### src/rtl/audio_tdm_tx.sv
// audio_tdm_tx -- TDM / I2S serial audio transmitter.
//
// Takes one whole frame (CHANNELS samples) at a time through a single-entry
// holding buffer and serialises it MSB first, slot 0 first, on sdata. The
// bit clock sclk is derived from clk by a half-period prescaler. lrclk is
// low for the first half of the frame and high for the second half.
// mode = 1 gives left-justified timing; mode = 0 gives I2S timing, where
// data lags lrclk by one sclk period.
//
// Ports:
//   clk        in   sole clock, rising edge
//   reset_n    in   asynchronous active-low reset
//   prescaler  in   sclk half-period in clk cycles (0 behaves as 1)
//   mode       in   0 = I2S, 1 = left-justified (sampled at frame load)
//   s_valid    in   frame offered
//   s_data     in   CHANNELS*SAMPLE_W frame samples, channel 0 in the LSBs
//   s_ready    out  holding buffer empty
//   sclk       out  serial bit clock
//   lrclk      out  frame / word select
//   sdata      out  serial data, MSB first
//   underrun   out  one-clk pulse when a frame load finds no data
module audio_tdm_tx #(
    parameter int SAMPLE_W   = 16,
    parameter int SLOT_W     = 16,
    parameter int CHANNELS   = 2,
    parameter int PRESCALE_W = 8
) (
    input  logic                           clk,
    input  logic                           reset_n,
    input  logic [PRESCALE_W-1:0]          prescaler,
    input  logic                           mode,
    input  logic                           s_valid,
    input  logic [CHANNELS*SAMPLE_W-1:0]   s_data,
    output logic                           s_ready,
    output logic                           sclk,
    output logic                           lrclk,
    output logic                           sdata,
    output logic                           underrun
);

    localparam int FRAME = CHANNELS * SLOT_W;
    localparam int PW    = $clog2(FRAME);

    // Lays the samples out in transmit order: the MSB of the returned vector
    // is the first serial bit. Each slot holds its sample MSB first and is
    // zero padded after the sample LSB.
    function automatic logic [FRAME-1:0] build_frame(
        input logic [CHANNELS*SAMPLE_W-1:0] d
    );
        logic [FRAME-1:0] f;
        f = '0;
        for (int c = 0; c < CHANNELS; c++) begin
            for (int b = 0; b < SAMPLE_W; b++) begin
                f[FRAME-1 - c*SLOT_W - b] = d[c*SAMPLE_W + SAMPLE_W-1 - b];
            end
        end
        return f;
    endfunction

    logic [PRESCALE_W-1:0]         hcnt;
    logic [PRESCALE_W-1:0]         half_max;
    logic                          tick;
    logic                          fall;
    logic                          load;
    logic [PW-1:0]                 pos;
    logic [PW-1:0]                 pos_next;
    logic [FRAME-1:0]              shreg;
    logic [FRAME-1:0]              load_frame;
    logic                          last_bit;
    logic                          hold_full;
    logic [CHANNELS*SAMPLE_W-1:0]  hold_data;

    // The limit is compared with >= so that lowering the prescaler while the
    // counter is already past the new limit ends the current half-period on
    // the next clk instead of waiting for the counter to wrap.
    assign half_max   = (prescaler == '0) ? '0 : prescaler - PRESCALE_W'(1);
    assign tick       = (hcnt >= half_max);
    assign fall       = tick && sclk;
    assign load       = fall && (pos == PW'(FRAME-1));
    assign pos_next   = (pos == PW'(FRAME-1)) ? '0 : pos + PW'(1);
    assign load_frame = hold_full ? build_frame(hold_data) : '0;
    assign s_ready    = !hold_full;

    always_ff @(posedge clk or negedge reset_n) begin
        if (!reset_n) begin
            hcnt      <= '0;
            sclk      <= 1'b0;
            pos       <= PW'(FRAME-1);
            lrclk     <= 1'b0;
            sdata     <= 1'b0;
            shreg     <= '0;
            last_bit  <= 1'b0;
            hold_full <= 1'b0;
            hold_data <= '0;
            underrun  <= 1'b0;
        end else begin
            underrun <= 1'b0;

            if (tick) begin
                hcnt <= '0;
                sclk <= ~sclk;
            end else begin
                hcnt <= hcnt + PRESCALE_W'(1);
            end

            // Capture is independent of frame load: data accepted in the
            // load cycle lands in the buffer and waits for the next frame.
            if (s_valid && !hold_full) begin
                hold_data <= s_data;
                hold_full <= 1'b1;
            end

            if (fall) begin
                pos   <= pos_next;
                lrclk <= (pos_next >= PW'(FRAME/2));
                if (load) begin
                    // last_bit keeps the final serial bit of the new frame so
                    // that an I2S frame can emit it one position late, no
                    // matter which mode the previous frame used.
                    last_bit <= load_frame[0];
                    if (mode) begin
                        sdata <= load_frame[FRAME-1];
                        shreg <= load_frame << 1;
                    end else begin
                        sdata <= last_bit;
                        shreg <= load_frame;
                    end
                    if (hold_full) begin
                        hold_full <= 1'b0;
                    end else begin
                        underrun <= 1'b1;
                    end
                end else begin
                    sdata <= shreg[FRAME-1];
                    shreg <= shreg << 1;
                end
            end
        end
    end

endmodule
### config.mk
export PLATFORM = sky130hd
export DESIGN_NAME = audio_tdm_tx
export DESIGN_NICKNAME = d
export VERILOG_FILES = /design/src/rtl/audio_tdm_tx.sv
export SDC_FILE = /design/constraint.sdc
export NUM_CORES = 1
export LEC_CHECK = 0
export ABC_AREA = 1
export CORE_MARGIN = 3
export CORE_UTILIZATION = 55
export CTS_BUF_LIST = sky130_fd_sc_hd__clkbuf_2
export DETAILED_ROUTE_END_ITERATION = 10
export PLACE_DENSITY = 0.77
export SLEW_MARGIN = 30
export SYNTH_ARGS = -nofsm -noshare
export SYNTH_HDL_FRONTEND = slang
export SYNTH_SLANG_ARGS = --single-unit
### constraint.sdc
create_clock -name clk -period 4 [get_ports clk]
set_input_delay 0.8 -clock clk [delete_from_list [all_inputs] [get_ports clk]]
set_output_delay 0.8 -clock clk [all_outputs]
set_load 0.01 [all_outputs]
==> results.sh, run 1 <==
export IMPL_wl_per_cell_um=13.1
export IMPL_ys_ff_latch=83
export IMPL_pre_cts_slack_ns=0.232
export IMPL_avgSynthCellArea_um2=7.60
export IMPL_postPlaceCellArea_mm2=0.00532
export IMPL_clkTransAtPathRegs_ns=0.24
export IMPL_clock_sinks=83
export IMPL_overflow=0
export IMPL_syn_nets=698
export IMPL_timing_fmax_mhz=317
export IMPL_p_leak_nw=3.12
export IMPL_clk_path_buf_depth=2
export IMPL_die_width_um=100
export IMPL_slew_viol_final=0
export IMPL_p_int_mw=1.72
export IMPL_antenna_found_initial=0
export IMPL_power_frac_clock=0.239
export IMPL_yosysSeqAreaShare=0.427
export IMPL_place_congestion=0.802
export IMPL_portBuffers=48
export IMPL_antennaDiodeCount=0
export IMPL_core_area_mm2=0.00842
export IMPL_row_count=33
export IMPL_syn_to_final_growth_pct=12.8
export IMPL_layout_common_cells="195 x nand2_1, 119 x inv_1, 78 x dfrtp_1"
export IMPL_via_count=4055
export IMPL_ctsHoldBuffers=0
export IMPL_first_pass_iters=4
export IMPL_pwr_density_cell_mw_per_mm2=481
export IMPL_seq_area_mm2=0.00208
export IMPL_post_route_period_util=0.790
export IMPL_critPathCaptureType="flop"
export IMPL_first_global_vias=4075
export IMPL_cp_required_ns=4.47
export IMPL_finalCriticalPeriod_ns=3.16
export IMPL_ioPinCount=49
export IMPL_post_drt_via_cell_ratio=5.17
export IMPL_setup_tns_ns=0
export IMPL_final_setup_worst_slack_ns=0.842
export IMPL_grt_usage=0.221
export IMPL_drtAntennaViolNets=0
export IMPL_dp_cells=769
export IMPL_start_util=0.579
export IMPL_die_area_mm2=0.0100
export IMPL_nNetsFinal=731
export IMPL_maxCapViolCount=0
export IMPL_fin_area_mm2=0.00550
export IMPL_synth_cell_area_mm2=0.00488
export IMPL_setup_viol=0
export IMPL_cts_resized_gates=0
export IMPL_fin_skew_ns=0.0287
export IMPL_cts_buffers=9
export IMPL_grt_setup_unrepaired="false"
export IMPL_pwr_share_seq=0.442
export IMPL_maxSlewHeadroom=0.481
export IMPL_grt_pass1_wl_um=18100
export IMPL_p_sw_mw=0.930
export IMPL_synth_cell_types=27
export IMPL_status="finished clean"
export IMPL_post_cts_buffers=0
export IMPL_tightest_slew_ns=0.776
export IMPL_cts_root_buf="clkbuf_2"
export IMPL_drtIter0Drc=289
export IMPL_nFillCells=754
export IMPL_worstSetupPathType="in -> reg"
export IMPL_ctsHtreeMaxLevel=3
export IMPL_multi_input_area_mm2=0.00210
export IMPL_vdd_drop_max_mv=0.320
export IMPL_synthCells=642
export IMPL_final_common_cell="nand2_1"
export IMPL_ys_warnings_count=0
export IMPL_cts_tree="built"
export IMPL_swShare=0.351
export IMPL_hold_violations=0
export IMPL_clock_latency_ns=0.55
export IMPL_path_max_fanout=44
export IMPL_finalWirelength_um=10300
export IMPL_critPathArrivalTime_ns=3.63
export IMPL_hp_class="in -> async"
export IMPL_drc=0
export IMPL_stdcell_count=785
export IMPL_die_h_um=100
export IMPL_start_kind="input pin"
export IMPL_dp_hpwl_um=6930
export IMPL_r2r_setup_slack_ns=1.56
export IMPL_grt_max_degree=84
export IMPL_drive_gt1_frac=0.107
export IMPL_p_comb_frac=0.319
Yosys cell counts:
cell,instances,area share
nand2_1,195,0.15
dfstp_2,5,0.027
clkbuf_1,6,0.0046
nor3_1,3,0.0031
buf_6,8,0.018
xor2_1,7,0.013
ha_1,12,0.031
nand4_1,4,0.0051
mux2_2,32,0.074
o21ai_0,27,0.028
buf_4,7,0.011
inv_2,2,0.0015
nor3b_1,3,0.0046
dfrtp_1,78,0.40
nand3_1,50,0.051
inv_1,119,0.092
and3_1,1,0.0013
or2_2,4,0.0051
buf_2,11,0.011
nand2_4,2,0.0046
o21ai_1,10,0.010
o21ai_2,4,0.0072
nand2_2,2,0.0026
o21a_1,1,0.0015
nor2_1,21,0.016
a21oi_1,23,0.024
clkinv_1,5,0.0038
power by group through the flow:
| stage | clock (mW) | sequential (mW) | combinational (mW) |
|---|---|---|---|
| floorplan | 0 | 1.16 | 0.656 |
| global placement | 0 | 1.18 | 0.810 |
| detailed placement | 0 | 1.19 | 0.846 |
| CTS | 0.642 | 1.17 | 0.852 |
| global route | 0.681 | 1.20 | 0.967 |
| finish | 0.632 | 1.17 | 0.845 |
final cells by class:
type | count | share of cell area
Inverter | 126 | 0.0859
Sequential cell | 83 | 0.378
Tap cell | 105 | 0.0239
Clock inverter | 7 | 0.0255
Multi-Input combinational cell | 401 | 0.382
Clock buffer | 9 | 0.00818
Timing Repair Buffer | 54 | 0.0957
per-stage QoR:
stage | hold slack [ns] | util | power (mW)
after floorplan | 0.442 | - | 1.81
after global placement | 0.462 | 0.631 | 1.99
after detailed placement | 0.466 | 0.631 | 2.03
after CTS | 0.268 | 0.653 | 2.66
after global routing | 0.266 | 0.653 | 2.84
final | 0.247 | 0.653 | 2.65
worst max-delay path, stage by stage:
cell	delay [ns]
clkdlybuf4s50_1	0.50
inv_1	0.07
ha_1	0.20
inv_1	0.07
nor3_1	0.06
nand2_1	0.06
inv_1	0.05
nand2_1	0.15
inv_1	0.07
or2_2	0.27
ha_1	0.28
nand2_1	0.07
nor2_1	0.04
nor2_1	0.09
nand2_1	0.07
nand2_2	0.07
nand2_4	0.07
nand2_4	0.37
nand2_1	0.14
o21ai_2	0.09
sequential cells by signal (all words and copies together) (netlist names):
register / cells
hcnt: 8
hold_data: 32
hold_full: 1
last_bit: 1
lrclk: 1
pos: 5
sclk: 1
sdata: 1
shreg: 32
underrun: 1
layer usage:
layer,wire [um],track usage
met2,5560,0.414
met3,361,0.0459
met5,0,0
met1,4230,0.258
met4,114,0.0487
logic make-up (layout without fill, tap and decap cells):
family	after synthesis	in the layout	synth area share
AO/OA/AOI/OAI	65	65	0.0702
XOR/XNOR	7	7	0.0126
adder cells (fa/ha/maj)	12	12	0.0308
buffers and inverters	158	196	0.142
flip-flops	83	83	0.427
multiplexers	32	32	0.0738
AND/OR/NAND/NOR	285	285	0.244
path summary, 6_finish.rpt:
kind                         startpoint       endpoint  cells past startpoint
max reg2reg                      pos[0]       shreg[6]                     12
min in group clk                 pos[4]         pos[4]                      2
max in group asynchronous       reset_n  hold_data[16]                      1
max                        prescaler[0]         pos[0]                     20
min                             reset_n  hold_data[14]                      1
min reg2reg                      pos[4]         pos[4]                      2
Power figures use the tool's default switching activity.
==> run 2, diff against run 1 <==
--- a/config.mk
+++ b/config.mk
@@ -7,10 +7,10 @@
 export LEC_CHECK = 0
 export ABC_AREA = 1
 export CORE_MARGIN = 3
-export CORE_UTILIZATION = 55
+export CORE_UTILIZATION = 54
 export CTS_BUF_LIST = sky130_fd_sc_hd__clkbuf_2
 export DETAILED_ROUTE_END_ITERATION = 10
-export PLACE_DENSITY = 0.77
+export PLACE_DENSITY = 0.79
 export SLEW_MARGIN = 30
 export SYNTH_ARGS = -nofsm -noshare
 export SYNTH_HDL_FRONTEND = slang
==> constraint.sdc (replaced) <==
create_clock -name clk -period 2.6 [get_ports clk]
set_input_delay 0.52 -clock clk [delete_from_list [all_inputs] [get_ports clk]]
set_output_delay 0.52 -clock clk [all_outputs]
set_load 0.01 [all_outputs]
==> run 2 against run 1 <==
Compared with the run above: die area increased by 1.7%; worst setup slack got worse by 0.76 ns; global-route usage shrank 0.18 points; sequential power rose by 54%; final cell count up 3.3%; sequential share of layout area decreased by 1.6 points.
==> results.sh, run 2 (synthesis results as in run 1) <==
export IMPL_finalWirelength_um=10400
export IMPL_postPlaceCellArea_mm2=0.00556
export IMPL_drtIter0Drc=193
export IMPL_reg2reg_to="shreg[2]"
export IMPL_place_congestion=0.863
export IMPL_utilization=0.656
export IMPL_slew_viol_final=0
export IMPL_cts_buffers=9
export IMPL_power_mw=3.92
export IMPL_grt_usage=0.219
export IMPL_vdd_drop_max_mv=0.395
export IMPL_clock_latency_ns=0.54
export IMPL_status="finished clean"
export IMPL_drtAntennaViolNets=0
export IMPL_die_area_mm2=0.0102
export IMPL_ctsHtreeMaxLevel=3
export IMPL_start_util=0.557
export IMPL_pwr_density_cell_mw_per_mm2=682
export IMPL_fin_skew_ns=0.0374
export IMPL_tightest_slew_ns=0.597
export IMPL_post_route_period_util=0.968
export IMPL_cts_root_buf="clkbuf_2"
export IMPL_top_regs="hold_data x32, shreg x32, hcnt x8"
export IMPL_final_common_cell="nand2_1"
export IMPL_wl_per_cell_um=12.8
export IMPL_overflow=0
export IMPL_setup_viol=0
export IMPL_multi_input_area_mm2=0.00214
export IMPL_syn_to_final_growth_pct=17.8
export IMPL_clk_path_buf_depth=2
export IMPL_first_pass_iters=6
export IMPL_die_width_um=101
export IMPL_hp_class="in -> async"
export IMPL_clkTransAtPathRegs_ns=0.24
export IMPL_r2r_setup_slack_ns=0.59
export IMPL_dp_hpwl_um=7250
export IMPL_nFillCells=727
export IMPL_p_leak_nw=3.24
export IMPL_finalCriticalPeriod_ns=2.52
export IMPL_post_cts_buffers=0
export IMPL_clock_sinks=83
export IMPL_seq_area_mm2=0.00208
export IMPL_critPathCaptureType="flop"
export IMPL_maxSlewHeadroom=0.602
export IMPL_die_h_um=101
export IMPL_hold_violations=0
export IMPL_drc=0
export IMPL_fin_area_mm2=0.00575
export IMPL_ioPinCount=49
export IMPL_cp_required_ns=3.03
export IMPL_nNetsFinal=755
export IMPL_reg2reg_depth=12
export IMPL_cts_tree="built"
export IMPL_core_area_mm2=0.00876
export IMPL_antenna_found_initial=0
export IMPL_critPathArrivalTime_ns=2.94
export IMPL_first_global_vias=4121
export IMPL_maxCapViolCount=0
export IMPL_timing_fmax_mhz=398
export IMPL_timing_rr_start="pos[0]"
export IMPL_drive_gt1_frac=0.148
export IMPL_worstSetupPathType="in -> reg"
export IMPL_antennaDiodeCount=0
export IMPL_layout_common_cells="194 x nand2_1, 116 x inv_1, 78 x dfrtp_1"
export IMPL_start_kind="input pin"
export IMPL_path_max_fanout=11
export IMPL_portBuffers=48
export IMPL_post_drt_via_cell_ratio=5.06
export IMPL_row_count=34
export IMPL_grt_max_degree=46
export IMPL_via_count=4104
export IMPL_grt_pass1_wl_um=18100
-- run 2: routing by layer --
layer | GRT usage | routed length [um] | vias up
met2 | 0.397 | 5420 | 104
li1 | - | - | 2071
met3 | 0.0491 | 483 | 16
met1 | 0.264 | 4330 | 1913
met4 | 0.0501 | 124 | 0
met5 | 0 | 0 | -
-- run 2: worst max path at each step --
| stage | startpoint | cells past startpoint | slack, ns | end |
|---|---|---|---|---|
| final | prescaler[1] | 21 | 0.08 | lrclk |
| after global routing | prescaler[1] | 22 | -0.04 | shreg[4] |
| after CTS | prescaler[0] | 21 | 0.01 | shreg[3] |
| after detailed placement | prescaler[0] | 21 | -0.67 | lrclk |
| after global placement | prescaler[0] | 21 | -0.58 | lrclk |
| after floorplan | prescaler[0] | 21 | 0.09 | shreg[3] |
-- run 2: critical path, stage by stage --
cell             delay, ns
clkdlybuf4s50_1       0.46
inv_1                 0.05
ha_2                  0.17
inv_2                 0.06
nor3_2                0.04
nand2_1               0.05
inv_1                 0.05
nand2_2               0.11
inv_2                 0.06
or2_4                 0.24
ha_4                  0.27
nand2_1               0.05
nor2_1                0.10
nor2_1                0.05
nand2_1               0.06
nand2_2               0.06
nand2_4               0.14
nand2_8               0.10
buf_6                 0.17
nand2_1               0.07
o21ai_2               0.05
-- run 2: area by class of cell --
type	instances	share of cell area
Multi-Input combinational cell	401	0.373
Sequential cell	83	0.362
Timing Repair Buffer	78	0.141
Inverter	126	0.0823
Tap cell	108	0.0235
Clock inverter	5	0.00958
Clock buffer	10	0.00871
-- run 2: per-stage QoR --
stage | hold WS, ns | TNS (ns) | setup slack (ns) | instances
after floorplan | 0.224 | 0 | 0.0850 | 642
after global placement | 0.464 | -26.28 | -0.578 | 794
after detailed placement | 0.465 | -31.12 | -0.673 | 794
after CTS | 0.474 | 0 | 0.0130 | 810
after global routing | 0.484 | -0.415 | -0.0382 | 811
final | 0.488 | 0 | 0.0843 | 811
-- run 2: power by group --
part	switching [mW]	internal, mW	total [mW]
registers	0.194	1.61	1.80
logic	0.824	0.648	1.47
clock network	0.428	0.217	0.645
-- run 2: timing repair --
action	CTS	global route
hold endpoints to repair	44	0
resized for setup	6	7
pin swaps	0	2
gates cloned	0	1
hold buffers	1	0
setup endpoints to repair	39	47
